<file path="config.mk">
export PLATFORM = sky130hd
export DESIGN_NAME = pwm_ramp_ctrl
export DESIGN_NICKNAME = d
export VERILOG_FILES = /design/src/rtl/pwm_pkg.sv /design/src/rtl/pwm_step_timer.sv /design/src/rtl/pwm_ramp_ctrl.sv
export SDC_FILE = /design/constraint.sdc
export NUM_CORES = 1
export LEC_CHECK = 0
export ABC_AREA = 1
export CORE_MARGIN = 5
export CORE_UTILIZATION = 40
export CTS_BUF_LIST = sky130_fd_sc_hd__clkbuf_8
export CTS_CLUSTER_SIZE = 24
export DETAILED_ROUTE_END_ITERATION = 12
export HOLD_SLACK_MARGIN = 0.08
export SYNTH_ARGS = -nofsm -noshare
export SYNTH_HDL_FRONTEND = slang
export SYNTH_SLANG_ARGS = --single-unit
</file>
<file path="constraint.sdc">
create_clock -name clk -period 8.91 [get_ports clk]
set_input_delay 0.891 -clock clk [delete_from_list [all_inputs] [get_ports clk]]
set_output_delay 0.891 -clock clk [all_outputs]
set_load 0.03 [all_outputs]
</file>
<file path="src/rtl/pwm_pkg.sv">
// Shared PWM definitions: duty width, default duty clamp and ramp controller states.
package pwm_pkg;

   localparam int DUTY_W           = 7;
   localparam int MAX_DUTY_DEFAULT = 100;

   typedef enum logic [1:0] {
      IDLE = 2'd0,
      RAMP = 2'd1,
      STOP = 2'd2
   } state_e;

   function automatic logic [DUTY_W-1:0] clamp_duty(input logic [DUTY_W-1:0] req,
                                                    input logic [DUTY_W-1:0] lim);
      return (req > lim) ? lim : req;
   endfunction

endpackage

</file>
<file path="src/rtl/pwm_step_timer.sv">
// Step cadence counter: emits a one-cycle step every STEP_TICKS enables; clear restarts the count.
module pwm_step_timer #(
   parameter int STEP_TICKS = 1000,
   parameter int CNT_W      = 10
) (
   input  logic clk,
   input  logic reset_n,
   input  logic enable,
   input  logic clear,
   output logic step
);

   localparam logic [CNT_W-1:0] LAST = CNT_W'(STEP_TICKS - 1);

   logic [CNT_W-1:0] cnt_q, cnt_d;

   // NOTE: every signal assigned in always_comb gets a default first, so no latch is inferred.
   always_comb begin
      step  = enable && !clear && (cnt_q == LAST);
      cnt_d = cnt_q;
      if (clear || step) begin
         cnt_d = '0;
      end else if (enable) begin
         cnt_d = cnt_q + CNT_W'(1);
      end
   end

   // NOTE: sequential state uses non-blocking assignments only.
   always_ff @(posedge clk or negedge reset_n) begin
      if (!reset_n) begin
         cnt_q <= '0;
      end else begin
         cnt_q <= cnt_d;
      end
   end

endmodule

</file>
<file path="src/rtl/pwm_ramp_ctrl.sv">
// Ramps the pwm duty_cycle toward handshaked targets in 1% steps with emergency stop.
// Optional SOFT_STOP_EN: estop ramps duty down one step per one_MHz_enable instead of zeroing it.
module pwm_ramp_ctrl
   import pwm_pkg::*;
#(
   parameter int MAX_DUTY   = MAX_DUTY_DEFAULT,
   parameter int STEP_TICKS = 1000,
   parameter int CNT_W      = 10
) (
   input  logic              clk,
   input  logic              reset_n,
   input  logic              one_MHz_enable,
   input  logic [DUTY_W-1:0] target_duty,
   input  logic              target_valid,
   output logic              target_ready,
   input  logic              estop,
   output logic [DUTY_W-1:0] duty_cycle,
   output logic              ramping,
   output logic              done,
   output logic              clamped
);

   localparam logic [DUTY_W-1:0] MAX_D = DUTY_W'(MAX_DUTY);

   state_e            state_q, state_d;
   logic [DUTY_W-1:0] duty_q, duty_d;
   logic [DUTY_W-1:0] target_q, target_d;
   logic              ramping_q, ramping_d;
   logic              done_q, done_d;
   logic              clamped_q, clamped_d;

   logic              accept;
   logic [DUTY_W-1:0] acc_tgt;
   logic [DUTY_W-1:0] tgt_eff;
   logic              clear_cnt;
   logic              step;

   assign target_ready = (state_q != STOP) && !estop;
   assign accept       = target_valid && target_ready;
   assign acc_tgt      = clamp_duty(target_duty, MAX_D);

   pwm_step_timer #(
      .STEP_TICKS (STEP_TICKS),
      .CNT_W      (CNT_W)
   ) u_step_timer (
      .clk     (clk),
      .reset_n (reset_n),
      .enable  ((state_q == RAMP) && one_MHz_enable),
      .clear   (clear_cnt),
      .step    (step)
   );

   always_comb begin
      state_d   = state_q;
      duty_d    = duty_q;
      target_d  = target_q;
      done_d    = 1'b0;
      clamped_d = 1'b0;
      clear_cnt = 1'b0;
      tgt_eff   = target_q;

      if (state_q == STOP) begin
         clear_cnt = 1'b1;
`ifdef SOFT_STOP_EN
         if (one_MHz_enable && (duty_q != '0)) begin
            duty_d = duty_q - DUTY_W'(1);
         end
         if (!estop && (duty_q == '0)) begin
            state_d = IDLE;
         end
`else
         if (!estop) begin
            state_d = IDLE;
         end
`endif
      end else if (estop) begin
         state_d   = STOP;
         target_d  = '0;
         clear_cnt = 1'b1;
`ifndef SOFT_STOP_EN
         duty_d    = '0;
`endif
      end else begin
         if (accept) begin
            target_d  = acc_tgt;
            tgt_eff   = acc_tgt;
            clamped_d = (target_duty > MAX_D);
         end
         if (state_q == IDLE) begin
            if (accept) begin
               if (acc_tgt != duty_q) begin
                  state_d   = RAMP;
                  clear_cnt = 1'b1;
               end else begin
                  done_d = 1'b1;
               end
            end
         end else begin
            // A retarget keeps the running step count; the step moves toward the newest target.
            if (tgt_eff == duty_q) begin
               state_d = IDLE;
               done_d  = 1'b1;
            end else if (step) begin
               duty_d = (tgt_eff > duty_q) ? duty_q + DUTY_W'(1) : duty_q - DUTY_W'(1);
               if (duty_d == tgt_eff) begin
                  state_d = IDLE;
                  done_d  = 1'b1;
               end
            end
         end
      end

`ifdef SOFT_STOP_EN
      ramping_d = (state_d == RAMP) || ((state_d == STOP) && (duty_d != '0));
`else
      ramping_d = (state_d == RAMP);
`endif
   end

   always_ff @(posedge clk or negedge reset_n) begin
      if (!reset_n) begin
         state_q   <= IDLE;
         duty_q    <= '0;
         target_q  <= '0;
         ramping_q <= 1'b0;
         done_q    <= 1'b0;
         clamped_q <= 1'b0;
      end else begin
         state_q   <= state_d;
         duty_q    <= duty_d;
         target_q  <= target_d;
         ramping_q <= ramping_d;
         done_q    <= done_d;
         clamped_q <= clamped_d;
      end
   end

   assign duty_cycle = duty_q;
   assign ramping    = ramping_q;
   assign done       = done_q;
   assign clamped    = clamped_q;

endmodule

</file>
==> results.json, run 1 <==
{
  "slew_headroom_pct": 68.2,
  "worst_slew_pin_slew_ps": 475,
  "chipWidth_um": 84.8,
  "tritoncts": "done",
  "synth.distinct_cells": 34,
  "slew_violations": 0,
  "setup_tns_ps": 0,
  "yosysWarnings": 0,
  "cts_root_buffer": "clkbuf_8",
  "first_pass_iters": 4,
  "ctsResizeCount": 0,
  "synth_top_family_by_area": "simple AND/OR/NAND/NOR gates",
  "drive_gt1_share_pct": 9.73,
  "cp-end-kind": "register",
  "num_vias": 2070,
  "grt-ovfl-total": 0,
  "gp_congestion": 0.879,
  "clkLatencyLatePin_ps": 280,
  "max_freq_ghz": 0.221,
  "synth_compound_area_share_pct": 9.34,
  "diodes": 0,
  "yosys.area_share.simple_pct": 35.6,
  "num_io_pins": 23,
  "hp-class": "reg2reg",
  "grt_pass1_wl_um": 9300,
  "ys_ff_latch": 29,
  "grt_pass1_vias": 1967,
  "die_area_mm2": 0.00719,
  "hold_viol_final": 0,
  "wl_per_cell_um": 13.7,
  "postCtsSetupBuffers": 0,
  "synth_area_mm2": 0.00224,
  "preCtsSetupSlack_ps": 4120,
  "yosysMostFrequentCell": "nand2_1",
  "post-route-min-period_ps": 4530,
  "fin_crit_sh_pct": 50.8,
  "ys.flop_type": "dfrtp_1",
  "cellPowerDensity_mw_per_mm2": 160,
  "start_kind": "primary input",
  "port_buffers": 22,
  "cts_made_buffers": 5,
  "synth.area.mux_share_pct": 0,
  "syn_nets": 329,
  "finClkSkew_ps": 2.22,
  "synth_fa_ha_area_share_pct": 8.72,
  "nets": 355,
  "hpwl_um": 4200,
  "power.total_uw": 426,
  "design.core.area_mm2": 0.00547,
  "async_flop_share_pct": 100,
  "crit_arrival_ps": 4690,
  "yosysTopAreaCell": "dfrtp_1",
  "finalWorstSetupSlack_ps": 4380,
  "grt_max_degree": 30,
  "grtUsageTotal_pct": 16.0,
  "antenna_found_initial": 0,
  "synth-edff-count": 0,
  "path_class": "in2reg",
  "seq_area_frac_synth_pct": 32.4,
  "ant_nets": 0,
  "htree_levels": 2,
  "cp.required_ps": 9070,
  "cap_violations": 0,
  "fin_cells": 401,
  "yosys-top-cells-count": "78 x nand2_1, 41 x nand3_1, 32 x inv_1, 29 x dfrtp_1",
  "irDropWorstVdd_mv": 0.0944,
  "synthTopCellsByArea": "dfrtp_1 32%, nand2_1 13%, nand3_1 9.2%, ha_1 7.8%, inv_1 5.4%",
  "cts-hold-fix-buffers": 0,
  "fp.dieH_um": 84.8,
  "synth_xor_area_share_pct": 5.48,
  "initial_utilization_pct": 40.9,
  "num_rows": 27,
  "status": "completed",
  "path_clk_slew_ps": 70,
  "dp_cells": 393,
  "wirelength_um": 5500,
  "syn_avg_cell_area_um2": 7.41,
  "setup_violations": 0,
  "cts_buffer_depth": 2,
  "nFillCells": 554,
  "netlist_instances": 302,
  "via_per_inst": 5.16,
  "cts.sinks": 29,
  "remaining_drc_errors": 0,
  "grt_setup_unrepaired": "false",
  "cellLeakagePower_nw": 1.32,
  "synth_top_cell_area_share_pct": 32.4,
  "cp_max_fo": 11,
  "drtIter0Drc": 167,
  "area_delta_synth_final_pct": 19.3
}
[area by class of cell]
cell class / count / area, um2 / share of cell area [%]
Tap cell: 72 / 90.1 / 3.38
Inverter: 44 / 168 / 6.28
Clock inverter: 3 / 65.1 / 2.44
Timing Repair Buffer: 23 / 228 / 8.53
Clock buffer: 5 / 68.8 / 2.58
Multi-Input combinational cell: 225 / 1320 / 49.6
Sequential cell: 29 / 726 / 27.2
[report_power, final]
part           total (mW)  internal (mW)  leakage (nW)  switching [mW]
combinational       0.123         0.0435         0.851          0.0797
clock               0.166          0.111        0.0681          0.0552
sequential          0.136          0.134         0.401         0.00201
total               0.426          0.289          1.32           0.137
[registers in the layout (all words and copies together) (netlist names)]
| signal | count |
|---|---|
| clamped | 1 |
| done | 1 |
| duty_cycle | 7 |
| state_q | 2 |
| u_step_timer.cnt_q | 10 |
| ramping | 1 |
| target_q | 7 |
[critical path: stages]
cell             delay [ps]
clkdlybuf4s50_1         430
inv_1                   190
nand3_2                 280
o21ai_2                 280
inv_2                    60
ha_1                    290
nand2_1                  70
nor2_1                  150
nand4_1                 180
nand2_1                 330
ha_1                    380
a21oi_1                 230
nand3b_1                100
nand2_1                 130
nand3b_1                130
nand3_1                  80
nor2_1                  130
nand4_1                 130
nand2_1                  80
nand2_1                  40
nand2_1                  70
nor2_1                   50
[path summary, 6_finish.rpt]
| check | startpoint | end | slack (ps) | cells past startpoint |
|---|---|---|---|---|
| max | estop | ramping | 4380 | 22 |
| min | target_q[0] | target_q[0] | 530 | 2 |
| max reg2reg | state_q[0] | ramping | 4990 | 23 |
| min reg2reg | target_q[0] | target_q[0] | 530 | 2 |
| max in group asynchronous | reset_n | target_q[5] | 7640 | 2 |
| min in group asynchronous | reset_n | u_step_timer.cnt_q[8] | 990 | 2 |
[layer usage]
metal | track usage [%] | wire length (um) | vias up
li1 | - | - | 1053
met1 | 23.2 | 2850 | 977
met2 | 24.5 | 2390 | 32
met3 | 2.75 | 192 | 8
met4 | 4.60 | 65 | 0
met5 | 0 | 0 | -
[per-stage QoR]
step	util, %	hold slack, ps	area, um2
5_1_grt	48.8	556	2670
4_1_cts	48.8	523	2670
3_5_place_dp	46.3	505	2530
2_1_floorplan	-	475	2240
6_report	48.8	529	2670
3_3_place_gp	46.3	501	2530
[placed cells by master, fill, tap and decap left out, drive strengths merged]
master	netlist	layout
nand2	82	82
dfrtp	29	29
o211ai	1	1
clkinv	2	3
xor2	12	12
o22ai	9	9
bufinv	0	2
a32o	3	3
nand4	8	8
o21ai	10	10
fa	1	1
nor3	4	4
o31ai	1	1
a21boi	1	1
a21oi	7	7
nor2	17	17
ha	14	14
nand3	43	43
xnor2	2	2
clkdlybuf4s50	0	22
nand3b	9	9
nor4	1	1
buf	2	1
clkbuf	2	5
inv	42	42
[cell families after synthesis]
| logic type | Yosys count |
|---|---|
| and+or+nand+nor | 164 |
| AOI/OAI and AO/OA | 32 |
| buffers and inverters | 48 |
| adders and majority gates | 15 |
| xor gates and xnor gates | 14 |
| DFF | 29 |
No activity file was read; power rests on OpenSTA's default activity.
==> inputs of run 2 (changes only) <==
Clock period 8.91 ns to 4.6 ns, I/O delays scaled along.
==> run 2 against run 1 <==
- hold slack better by 2.7 ps
- clock skew up 2.6 ps
- clock power up 41%
- final area down 0.94%
- via count down 2.6%
- sequential share of layout area up 0.26 points
- die area unchanged
- sequential power up 95%
- critical endpoint unchanged
- largest power group is now sequential cells
==> results.json, run 2 (synthesis gave the netlist of run 1 again) <==
{
  "status": "completed",
  "crit_arrival_ps": 4290,
  "dp_cells": 394,
  "cellLeakagePower_nw": 1.31,
  "cp_max_fo": 11,
  "crit_buf_inv": 4,
  "cpMostUsedCell": "nand2_1",
  "grt-ovfl-total": 0,
  "final_cell_mix": "78 x nand2_1, 41 x nand3_1, 32 x inv_1, 29 x dfrtp_1, 22 x clkdlybuf4s50_1",
  "power.total_uw": 741,
  "wirelength_um": 5380,
  "tritoncts": "done",
  "ant_nets": 0,
  "htree_levels": 2,
  "grt_max_degree": 30,
  "slew_violations": 0,
  "wl_met1_um": 2820,
  "diodes": 0,
  "chipWidth_um": 84.8,
  "area_delta_synth_final_pct": 18.2,
  "cts_made_buffers": 5,
  "top_layer": "met3",
  "gp_congestion": 0.882,
  "slew_headroom_pct": 69.5,
  "hold_viol_final": 0,
  "port_buffers": 22,
  "utilization_pct": 48.3,
  "routed-wl-met2_um": 2260,
  "drtIter0Drc": 168,
  "layout_commonest_cell": "nand2_1",
  "ctsResizeCount": 0,
  "remaining_drc_errors": 0,
  "drive_gt1_share_pct": 10.0,
  "start_kind": "primary input",
  "via_per_inst": 5.01,
  "fp.dieH_um": 84.8,
  "cp-end-kind": "register",
  "first_pass_iters": 4,
  "fin_crit_sh_pct": 89.9,
  "design.core.area_mm2": 0.00547,
  "clkLatencyLatePin_ps": 280,
  "hold_ws_ps": 532,
  "path_class": "in2reg",
  "largest_reg_flops": 10,
  "cellPowerDensity_mw_per_mm2": 280,
  "fin_cells": 402,
  "hp-class": "reg2reg",
  "finClkSkew_ps": 4.84,
  "wl_per_cell_um": 13.4,
  "cp.required_ps": 4760,
  "initial_utilization_pct": 40.9,
  "grt_setup_unrepaired": "false",
  "grt_pass1_wl_um": 9430,
  "route.met3.wl_um": 304,
  "die_area_mm2": 0.00719,
  "setup_violations": 0,
  "max_stage_delay_ps": 440,
  "regMostFlops": "u_step_timer.cnt_q",
  "irDropWorstVdd_mv": 0.162,
  "setup_tns_ps": 0,
  "path_clk_slew_ps": 70,
  "antenna_found_initial": 0,
  "grt_pass1_vias": 1919,
  "hpwl_um": 4220,
  "postCtsSetupBuffers": 0,
  "path_delay_family": "simple AND/OR/NAND/NOR gates",
  "worst_slew_pin_slew_ps": 457,
  "nets": 356,
  "cts-hold-fix-buffers": 0,
  "cts_buffer_depth": 2,
  "num_io_pins": 23,
  "num_vias": 2016,
  "num_rows": 27,
  "grtUsageTotal_pct": 16.3,
  "slowest_stage": "clkdlybuf4s50_1",
  "cts_root_buffer": "clkbuf_8",
  "post-route-min-period_ps": 4130,
  "cap_violations": 0,
  "cts.sinks": 29,
  "max_freq_ghz": 0.242
}
## run 2: cell types whose count changed in the layout (fill, tap and decap cells not counted)
cell	change
bufinv_16	-2
clkbuf_8	+2
buf_4	+1
## run 2: report_power, final
group | internal [mW] | leakage, nW | total (mW) | switching, mW
logic | 0.0894 | 0.856 | 0.243 | 0.153
registers | 0.261 | 0.401 | 0.265 | 0.00401
clock network | 0.135 | 0.0542 | 0.234 | 0.0988
total | 0.485 | 1.31 | 0.741 | 0.256
## run 2: worst min-delay path, stage by stage (launching register included)
cell     delay (ps)
dfrtp_1         350
nand3_1          70
o21ai_0          70
## run 2: worst paths after layout
| path | start | end | slack, ps | cells after the start |
|---|---|---|---|---|
| worst max-delay path | estop | ramping | 470 | 25 |
| worst max register to register | state_q[1] | ramping | 660 | 24 |
| worst min register to register | target_q[0] | target_q[0] | 530 | 2 |
| min in group asynchronous | reset_n | u_step_timer.cnt_q[8] | 560 | 2 |
| max in group asynchronous | reset_n | duty_cycle[5] | 3760 | 2 |
| worst min-delay path | target_q[0] | target_q[0] | 530 | 2 |
## run 2: cell type report
| class | count | area [um2] |
|---|---|---|
| fill | 568 | 2830 |
| multi-input combinational | 225 | 1320 |
| sequential | 29 | 726 |
| timing repair buffer | 24 | 235 |
| inverter | 44 | 168 |
| clock buffer | 7 | 96.3 |
| tap | 72 | 90.1 |
| clock inverter | 1 | 5.00 |
## run 2: metrics by stage
| step | worst slack [ps] | area (um2) |
|---|---|---|
| 2_1_floorplan | 1200 | 2240 |
| 3_3_place_gp | 297 | 2540 |
| 5_1_grt | 52.5 | 2640 |
| 6_report | 466 | 2640 |
| 3_5_place_dp | 229 | 2540 |
| 4_1_cts | 496 | 2640 |
## run 2: routing by layer
layer | global-route usage (%) | up-vias
li1 | - | 1058
met1 | 25.5 | 904
met2 | 23.0 | 54
met3 | 3.53 | 0
met4 | 2.59 | 0
met5 | 0 | -
==> inputs of run 3 (changes only) <==
Settings changed: CORE_MARGIN 5 to 2, SKIP_CTS_REPAIR_TIMING set to 1.
==> run 3 against run 2 <==
- sequential share of layout area grew 0.25 points
- flip-flop and latch count unchanged
- critical path type unchanged
- cell count fell by 0.25%
==> results.json, run 3 (synthesis gave the netlist of run 1 again) <==
{
  "status": "completed",
  "reg2reg_to": "ramping",
  "die_area_mm2": 0.00621,
  "cts_buffer_depth": 2,
  "fin_crit_sh_pct": 86.6,
  "power.total_uw": 702,
  "cp-end-kind": "register",
  "utilization_pct": 48.2,
  "gp_congestion": 0.878,
  "crit_arrival_ps": 4140,
  "design.core.area_mm2": 0.00544,
  "worst-r2r-setup-slack_ps": 790,
  "wirelength_um": 5270,
  "drive_gt1_share_pct": 9.73,
  "htree_levels": 2,
  "finClkSkew_ps": 4.84,
  "first_pass_iters": 4,
  "port_buffers": 22,
  "via_per_inst": 5.18,
  "chipWidth_um": 78.8,
  "irDropWorstVdd_mv": 0.135,
  "ant_nets": 0,
  "tritoncts": "done",
  "cellPowerDensity_mw_per_mm2": 268,
  "start_kind": "primary input",
  "preCtsSetupSlack_ps": 220,
  "path_clk_slew_ps": 60,
  "crit_path_start": "estop",
  "dp_cells": 393,
  "hp-class": "reg2reg",
  "path_class": "in2reg",
  "clkLatencyLatePin_ps": 280,
  "layout_commonest_cell": "nand2_1",
  "remaining_drc_errors": 0,
  "max_freq_ghz": 0.251,
  "reg2reg_from": "state_q[1]",
  "dpl_cell_area_mm2": 0.00253,
  "nFillCells": 557,
  "grt_max_degree": 30,
  "cts_root_buffer": "clkbuf_8",
  "num_rows": 27,
  "fin_cells": 401,
  "grt_pass1_vias": 1923,
  "wl_per_cell_um": 13.1,
  "cts.sinks": 29,
  "slew_violations": 0,
  "finalWorstSetupSlack_ps": 618,
  "area_delta_synth_final_pct": 17.1,
  "hold_path_startpoint": "target_q[0]",
  "fp.dieH_um": 78.8,
  "grt_pass1_wl_um": 8940,
  "largest_reg_flops": 10,
  "worst_slew_pin_slew_ps": 431,
  "slew_headroom_pct": 71.2,
  "grtUsageTotal_pct": 18.5,
  "nets": 355,
  "grt-ovfl-total": 0,
  "ff2ff_path_depth": 24,
  "hold_ws_ps": 514,
  "cellLeakagePower_nw": 1.30,
  "hold_viol_final": 0,
  "final_cell_mix": "77 x nand2_1, 41 x nand3_1, 33 x inv_1, 29 x dfrtp_1, 22 x clkdlybuf4s50_1",
  "regMostFlops": "u_step_timer.cnt_q",
  "cp.required_ps": 4760,
  "antenna_found_initial": 0,
  "grt_setup_unrepaired": "false",
  "cts_made_buffers": 5,
  "crit_end": "ramping",
  "postLayoutCellArea_mm2": 0.00262,
  "cap_violations": 0,
  "initial_utilization_pct": 41.1,
  "setup_violations": 0,
  "drtIter0Drc": 139,
  "setup_tns_ps": 0,
  "num_vias": 2076,
  "cp_max_fo": 11,
  "hpwl_um": 4120,
  "post-route-min-period_ps": 3980,
  "diodes": 0,
  "num_io_pins": 23
}
[run 3: area by class of cell]
class	count	area, um2	area share, %
Multi-Input combinational cell	225	1330	50.6
Sequential cell	29	726	27.7
Clock inverter	3	13.8	0.525
Clock buffer	5	68.8	2.63
Tap cell	72	90.1	3.44
Timing Repair Buffer	23	228	8.69
Inverter	44	168	6.40
[run 3: power breakdown]
part / internal [mW] / total (mW) / switching (mW)
logic: 0.0850 / 0.237 / 0.152
registers: 0.261 / 0.265 / 0.00396
clock network: 0.102 / 0.201 / 0.0982
[run 3: critical path: stages]
cell and delay [ps]:
clkdlybuf4s50_1 420, inv_1 170, nand3_2 280, o21ai_2 270, inv_1 80, ha_1 280, nand2_1 80, nor2_1 150
nand4_1 200, nand2_2 240, ha_1 340, nand2_1 100, inv_1 40, o21ai_1 160, nand3_1 90, nand2_1 80
nand2_1 70, nand2_1 60, nand2_1 70, nor2_1 120, nand4_1 130, nand2_1 80, nand2_1 50, nand2_1 70
nor2_1 40
[run 3: how the worst min path moves through the flow]
stage / endpoint / slack (ps) / cells after the start
5_1_grt: target_q[0] / 530 / 2
4_1_cts: target_q[0] / 510 / 2
3_3_place_gp: target_q[4] / 500 / 2
2_1_floorplan: clamped / 160 / 0
6_report: target_q[0] / 510 / 2
3_5_place_dp: target_q[0] / 500 / 2
[run 3: metal layers]
layer | track usage [%] | wire length (um) | vias to the layer above | part of all wire (%)
li1 | - | - | 1065 | -
met1 | 26.8 | 2590 | 960 | 49
met2 | 26.9 | 2340 | 43 | 44
met4 | 6.49 | 87 | 0 | 1.7
met5 | 0 | 0 | - | 0
met3 | 4.32 | 244 | 8 | 4.6
